## config.mk

```make
export PLATFORM = sky130hd
export DESIGN_NAME = uart_tx_gen
export DESIGN_NICKNAME = d
export VERILOG_FILES = /design/src/rtl/uart_tx_gen.sv
export SDC_FILE = /design/constraint.sdc
export NUM_CORES = 1
export LEC_CHECK = 0
export CELL_PAD_IN_SITES_DETAIL_PLACEMENT = 2
export CELL_PAD_IN_SITES_GLOBAL_PLACEMENT = 2
export CORE_MARGIN = 4
export CORE_UTILIZATION = 30
export CTS_CLUSTER_SIZE = 24
export DETAILED_ROUTE_END_ITERATION = 7
export GPL_ROUTABILITY_DRIVEN = 1
export PLACE_DENSITY = 0.78
export REMOVE_ABC_BUFFERS = 1
export SLEW_MARGIN = 30
export SYNTH_ARGS = -nofsm -noshare
export SYNTH_HDL_FRONTEND = slang
export SYNTH_SLANG_ARGS = --single-unit
export TNS_END_PERCENT = 1
```

## constraint.sdc

```tcl
create_clock -name clk -period 1.8 [get_ports clk]
set_input_delay 0.27 -clock clk [delete_from_list [all_inputs] [get_ports clk]]
set_output_delay 0.27 -clock clk [all_outputs]
set_load 0.005 [all_outputs]
```

## src/rtl/uart_tx_gen.sv

```systemverilog
// uart_tx_gen: UART transmitter with a parallel word interface.
//
// Sends one frame per accepted word: start bit (0), DATA_W data bits LSB first,
// an optional parity bit, then STOP_BITS stop bits (1). The line idles high.
// Each bit lasts CLK_PER_BIT clock cycles.
//
// Optional feature: define UART_TX_PARITY_EN to add the parity_odd port and
// a parity bit after the data (even parity when parity_odd=0, odd when 1).
//
// Parameters:
//   DATA_W       data bits per frame (5..9)
//   CLK_PER_BIT  clk cycles per serial bit (>= 2)
//   STOP_BITS    number of stop bits (1 or 2)
//
// Ports:
//   clk          clock, all logic on posedge
//   rst          synchronous active-high reset
//   tx_data      word to send, sampled only on acceptance
//   tx_valid     send request; accepted when tx_ready is also high
//   tx_ready     high while idle (a word can be accepted)
//   parity_odd   parity select, latched on acceptance (UART_TX_PARITY_EN only)
//   tx           registered serial output, idle high
//   busy         high while a frame is on the line (inverse of tx_ready)

module uart_tx_gen #(
    parameter int unsigned DATA_W      = 8,
    parameter int unsigned CLK_PER_BIT = 434,
    parameter int unsigned STOP_BITS   = 1
) (
    input  logic              clk,
    input  logic              rst,
    input  logic [DATA_W-1:0] tx_data,
    input  logic              tx_valid,
    output logic              tx_ready,
`ifdef UART_TX_PARITY_EN
    input  logic              parity_odd,
`endif
    output logic              tx,
    output logic              busy
);

    localparam int unsigned CNT_W = (CLK_PER_BIT > 1) ? $clog2(CLK_PER_BIT) : 1;
    localparam int unsigned IDX_W = $clog2(DATA_W);

    localparam logic [CNT_W-1:0] BAUD_LAST = CNT_W'(CLK_PER_BIT - 1);
    localparam logic [IDX_W-1:0] DATA_LAST = IDX_W'(DATA_W - 1);
    localparam logic [IDX_W-1:0] STOP_LAST = IDX_W'(STOP_BITS - 1);

    typedef enum logic [2:0] {
        StIdle,
        StStart,
        StData,
`ifdef UART_TX_PARITY_EN
        StParity,
`endif
        StStop
    } state_e;

    state_e              state_q, state_d;
    logic [CNT_W-1:0]    baud_q, baud_d;
    // Counts data bits in StData and stop bits in StStop.
    logic [IDX_W-1:0]    bit_idx_q, bit_idx_d;
    logic [DATA_W-1:0]   data_q, data_d;
    logic                tx_q, tx_d;
    logic                bit_end;
    logic [IDX_W-1:0]    next_idx;

`ifdef UART_TX_PARITY_EN
    logic                parity_odd_q, parity_odd_d;
    logic                parity_bit;

    assign parity_bit = (^data_q) ^ parity_odd_q;
`endif

    assign bit_end  = (baud_q == BAUD_LAST);
    assign next_idx = bit_idx_q + IDX_W'(1);

    // tx_d is the value of the line for the state being entered, so the
    // registered tx changes exactly on the bit boundary.
    always_comb begin
        state_d   = state_q;
        baud_d    = baud_q;
        bit_idx_d = bit_idx_q;
        data_d    = data_q;
        tx_d      = tx_q;
`ifdef UART_TX_PARITY_EN
        parity_odd_d = parity_odd_q;
`endif

        if (state_q != StIdle) begin
            baud_d = bit_end ? '0 : baud_q + CNT_W'(1);
        end

        unique case (state_q)
            StIdle: begin
                baud_d    = '0;
                bit_idx_d = '0;
                tx_d      = 1'b1;
                if (tx_valid) begin
                    state_d = StStart;
                    data_d  = tx_data;
`ifdef UART_TX_PARITY_EN
                    parity_odd_d = parity_odd;
`endif
                    tx_d    = 1'b0;
                end
            end

            StStart: begin
                if (bit_end) begin
                    state_d   = StData;
                    bit_idx_d = '0;
                    tx_d      = data_q[0];
                end
            end

            StData: begin
                if (bit_end) begin
                    if (bit_idx_q == DATA_LAST) begin
                        bit_idx_d = '0;
`ifdef UART_TX_PARITY_EN
                        state_d = StParity;
                        tx_d    = parity_bit;
`else
                        state_d = StStop;
                        tx_d    = 1'b1;
`endif
                    end else begin
                        bit_idx_d = next_idx;
                        tx_d      = data_q[next_idx];
                    end
                end
            end

`ifdef UART_TX_PARITY_EN
            StParity: begin
                if (bit_end) begin
                    state_d   = StStop;
                    bit_idx_d = '0;
                    tx_d      = 1'b1;
                end
            end
`endif

            StStop: begin
                tx_d = 1'b1;
                if (bit_end) begin
                    if (bit_idx_q == STOP_LAST) begin
                        state_d   = StIdle;
                        bit_idx_d = '0;
                    end else begin
                        bit_idx_d = next_idx;
                    end
                end
            end

            default: begin
                state_d   = StIdle;
                baud_d    = '0;
                bit_idx_d = '0;
                tx_d      = 1'b1;
            end
        endcase
    end

    always_ff @(posedge clk) begin
        if (rst) begin
            state_q   <= StIdle;
            baud_q    <= '0;
            bit_idx_q <= '0;
            data_q    <= '0;
            tx_q      <= 1'b1;
`ifdef UART_TX_PARITY_EN
            parity_odd_q <= 1'b0;
`endif
        end else begin
            state_q   <= state_d;
            baud_q    <= baud_d;
            bit_idx_q <= bit_idx_d;
            data_q    <= data_d;
            tx_q      <= tx_d;
`ifdef UART_TX_PARITY_EN
            parity_odd_q <= parity_odd_d;
`endif
        end
    end

    assign tx       = tx_q;
    assign tx_ready = (state_q == StIdle);
    assign busy     = ~tx_ready;

endmodule

```

==> impl_metrics.env <==
export IMPL_worst_slew_pin_transition_ns=0.441
export IMPL_root_buffer="clkbuf_8"
export IMPL_dr_total_vias=1178
export IMPL_cp_max_fo=6
export IMPL_drive_above_1_share_pct=34.3
export IMPL_antenna_found_initial=0
export IMPL_finalWorstSetupSlack_ns=-0.243
export IMPL_syn_avg_cell_area_sq_um=8.73
export IMPL_min_path_type="flop to flop"
export IMPL_ant_nets=0
export IMPL_async_flop_share_pct=0
export IMPL_yosys_area_top_type="dfxtp_1"
export IMPL_cp_slowest_stage_delay_ns=0.58
export IMPL_die_y_um=71.8
export IMPL_grt_overflow=0
export IMPL_power_density_nw_per_um2=1290
export IMPL_drt_iter0_drc=30
export IMPL_finalCriticalPeriod_ns=2.04
export IMPL_avgViaCountPerCell=5.21
export IMPL_synth_top_family_by_area="simple AND/OR/NAND/NOR gates"
export IMPL_crit_path_end_kind="flop"
export IMPL_place_gp_congestion=0.790
export IMPL_register_area_sq_um=472
export IMPL_drt_pass1_iter_count=2
export IMPL_cts_num_sinks=23
export IMPL_netlist_area_sq_um=1220
export IMPL_p_leak_nw=0.671
export IMPL_yosys_area_share_xor_xnor_pct=5.73
export IMPL_clkLatencyLatePin_ns=0.27
export IMPL_yosys_cell_types_count=33
export IMPL_yosys_top_cells_area="dfxtp_1 (38%), ha_1 (11%), a21oi_1 (6.1%)"
export IMPL_final_nets=201
export IMPL_ys_seq_area_share_pct=37.7
export IMPL_die_area_sq_um=5160
export IMPL_final_max_slew_viol_count=0
export IMPL_cts_clk_slew_worst_paths_ns=0.09
export IMPL_synthAdderAreaFrac_pct=11.3
export IMPL_critPathSlowestCell="or4b_4"
export IMPL_layout_worst_path_cycle_share_pct=114
export IMPL_ctsHoldBuffers=0
export IMPL_core_area_sq_um=3800
export IMPL_dp_cells=219
export IMPL_final_util_pct=46.9
export IMPL_path_buf_inv=1
export IMPL_grt_pass1_vias=1352
export IMPL_io_pins=14
export IMPL_path_class="flop to flop"
export IMPL_violations="setup timing"
export IMPL_yosys_warnings=0
export IMPL_start_util_pct=32.2
export IMPL_cts_inserted_buffers=3
export IMPL_multiInputGateArea_sq_um=807
export IMPL_yosys_area_share_simple_pct=23.5
export IMPL_grt_max_degree=19
export IMPL_placed_area_sq_um=1570
export IMPL_wl_mm=4.40
export IMPL_clk_path_buf_depth=2
export IMPL_hold_viol_final=0
export IMPL_hpwl_mm=3.14
export IMPL_htree_levels=1
export IMPL_timing_fmax_ghz=0.489
export IMPL_place_ws_ns=-0.310
export IMPL_fin_cells=226
export IMPL_path_cells="inv_2, ha_4, or2b_1, o41a_1, or4b_4, a21oi_2"
export IMPL_antenna_cells=0
export IMPL_synth_compound_area_share_pct=12.0
export IMPL_grt_first_pass_wirelength_mm=7.20
export IMPL_startpoint_type="flop"
export IMPL_status="complete, but fails checks"
export IMPL_vdd_drop_max_mv=0.409
export IMPL_wl_per_cell_um=19.5
export IMPL_synth_top_cell_area_share_pct=37.7
export IMPL_std_cell_rows=22
export IMPL_hold_ws_ns=0.470
export IMPL_port_buffers=13
export IMPL_finalSetupViolCount=15
export IMPL_fillCellCount=415
export IMPL_crit_required_ns=2.00
export IMPL_max_cap_violations=0
export IMPL_die_w_um=71.8
export IMPL_area_delta_synth_final_pct=45.7
export IMPL_clock_skew_ns=0.00466
export IMPL_drc=0
export IMPL_track_usage_pct=18.2
export IMPL_rsz0062_at_grt="yes"
export IMPL_yosys_register_bits=23
export IMPL_synthCells=140
export IMPL_synth_flop_cell="dfxtp_1"
export IMPL_cpLargestDelayFamily="simple AND/OR/NAND/NOR gates"
export IMPL_cts_tree="yes"
export IMPL_design_area_sq_um=1780
export IMPL_setup_tns_final_ns=-1.49
export IMPL_arrival_ns=2.25
export IMPL_p_total_mw=2.30
export IMPL_muxShareOfSynthArea_pct=4.61
export IMPL_slew_headroom_pct=69.8
export IMPL_synth_edf_count=0
[layout make-up]
| class | instances | area share [%] |
|---|---|---|
| clock buffers | 4 | 2.53 |
| multi-input cells | 102 | 45.3 |
| well taps | 48 | 3.37 |
| inverters | 8 | 1.97 |
| flip-flops and latches | 23 | 26.5 |
| repair buffers | 41 | 20.3 |
[cells in the final DEF, fill, tap and decap left out, types with 2 or more instances in the layout]
cell             count
dfxtp_4              2
ha_4                 5
ha_1                 5
nor2b_1              2
or3b_2               2
clkdlybuf4s50_1     11
a21oi_1             14
nand4b_1             2
dfxtp_1             18
dfxtp_2              3
clkbuf_8             3
buf_4               25
mux4_2               2
nand2_1             15
xnor2_1              5
nand2b_1             2
inv_2                2
inv_1                4
nor3_1               2
nand3_1              8
buf_6                2
xor2_1               3
nor2_1              14
inv_4                2
[layer usage]
metal / vias up / GRT usage (%) / wire length [um]
met5: - / 0 / 0
met4: 0 / 7.31 / 135
met3: 12 / 3.37 / 129
met2: 26 / 31.4 / 2180
met1: 582 / 22.3 / 1960
li1: 558 / - / -
[worst min-delay path, cell delays in order (launching register included)]
cell	delay (ns)
dfxtp_1	0.33
nand2_1	0.05
a21oi_1	0.05
[final timing paths]
kind                            startpoint  slack (ns)    endpoint  cells after the start
worst min register to register   data_q[3]        0.47   data_q[3]                      2
worst max-delay path             baud_q[1]       -0.24  state_q[1]                      6
worst max register to register   baud_q[1]       -0.24  state_q[1]                      6
worst min-delay path             data_q[3]        0.47   data_q[3]                      2
[power breakdown]
group	leakage (nW)	switching (mW)	total, mW	internal, mW
registers	0.190	0.0811	0.676	0.595
clock network	0.0228	0.188	0.347	0.158
logic	0.459	0.595	1.28	0.683
total	0.671	0.864	2.30	1.44
[synth_stat cells (2+ instances only)]
cell type  count
a21oi_1       15
clkbuf_1       6
dfxtp_1       23
ha_1          11
inv_1          8
mux4_2         2
nand2_1       15
nand2b_1       2
nand3_1        8
nand4b_1       2
nor2_1        14
nor2b_1        2
nor3_1         3
nor4_1         2
o21ai_0        2
or3b_2         2
xnor2_1        5
xor2_1         3
[flip-flops by register name, summed over array words and instances, names as in the netlist]
signal,cells
bit_idx_q,3
tx,1
state_q,2
data_q,8
baud_q,9
[cell families (layout without fill, tap and decap cells)]
kind of cell | count (synthesis) | after routing
simple gates | 56 | 56
xor+xnor | 8 | 8
buf+inv | 15 | 53
flops | 23 | 23
compound gates | 24 | 24
mux | 3 | 3
fa+ha+maj | 11 | 11
[repair_timing]
item | in CTS | in global routing
resized for setup | 28 | 11
pin swaps | 8 | 3
setup buffers | 2 | 1
setup endpoints to repair | 11 | 16
Power figures use the tool's default switching activity.
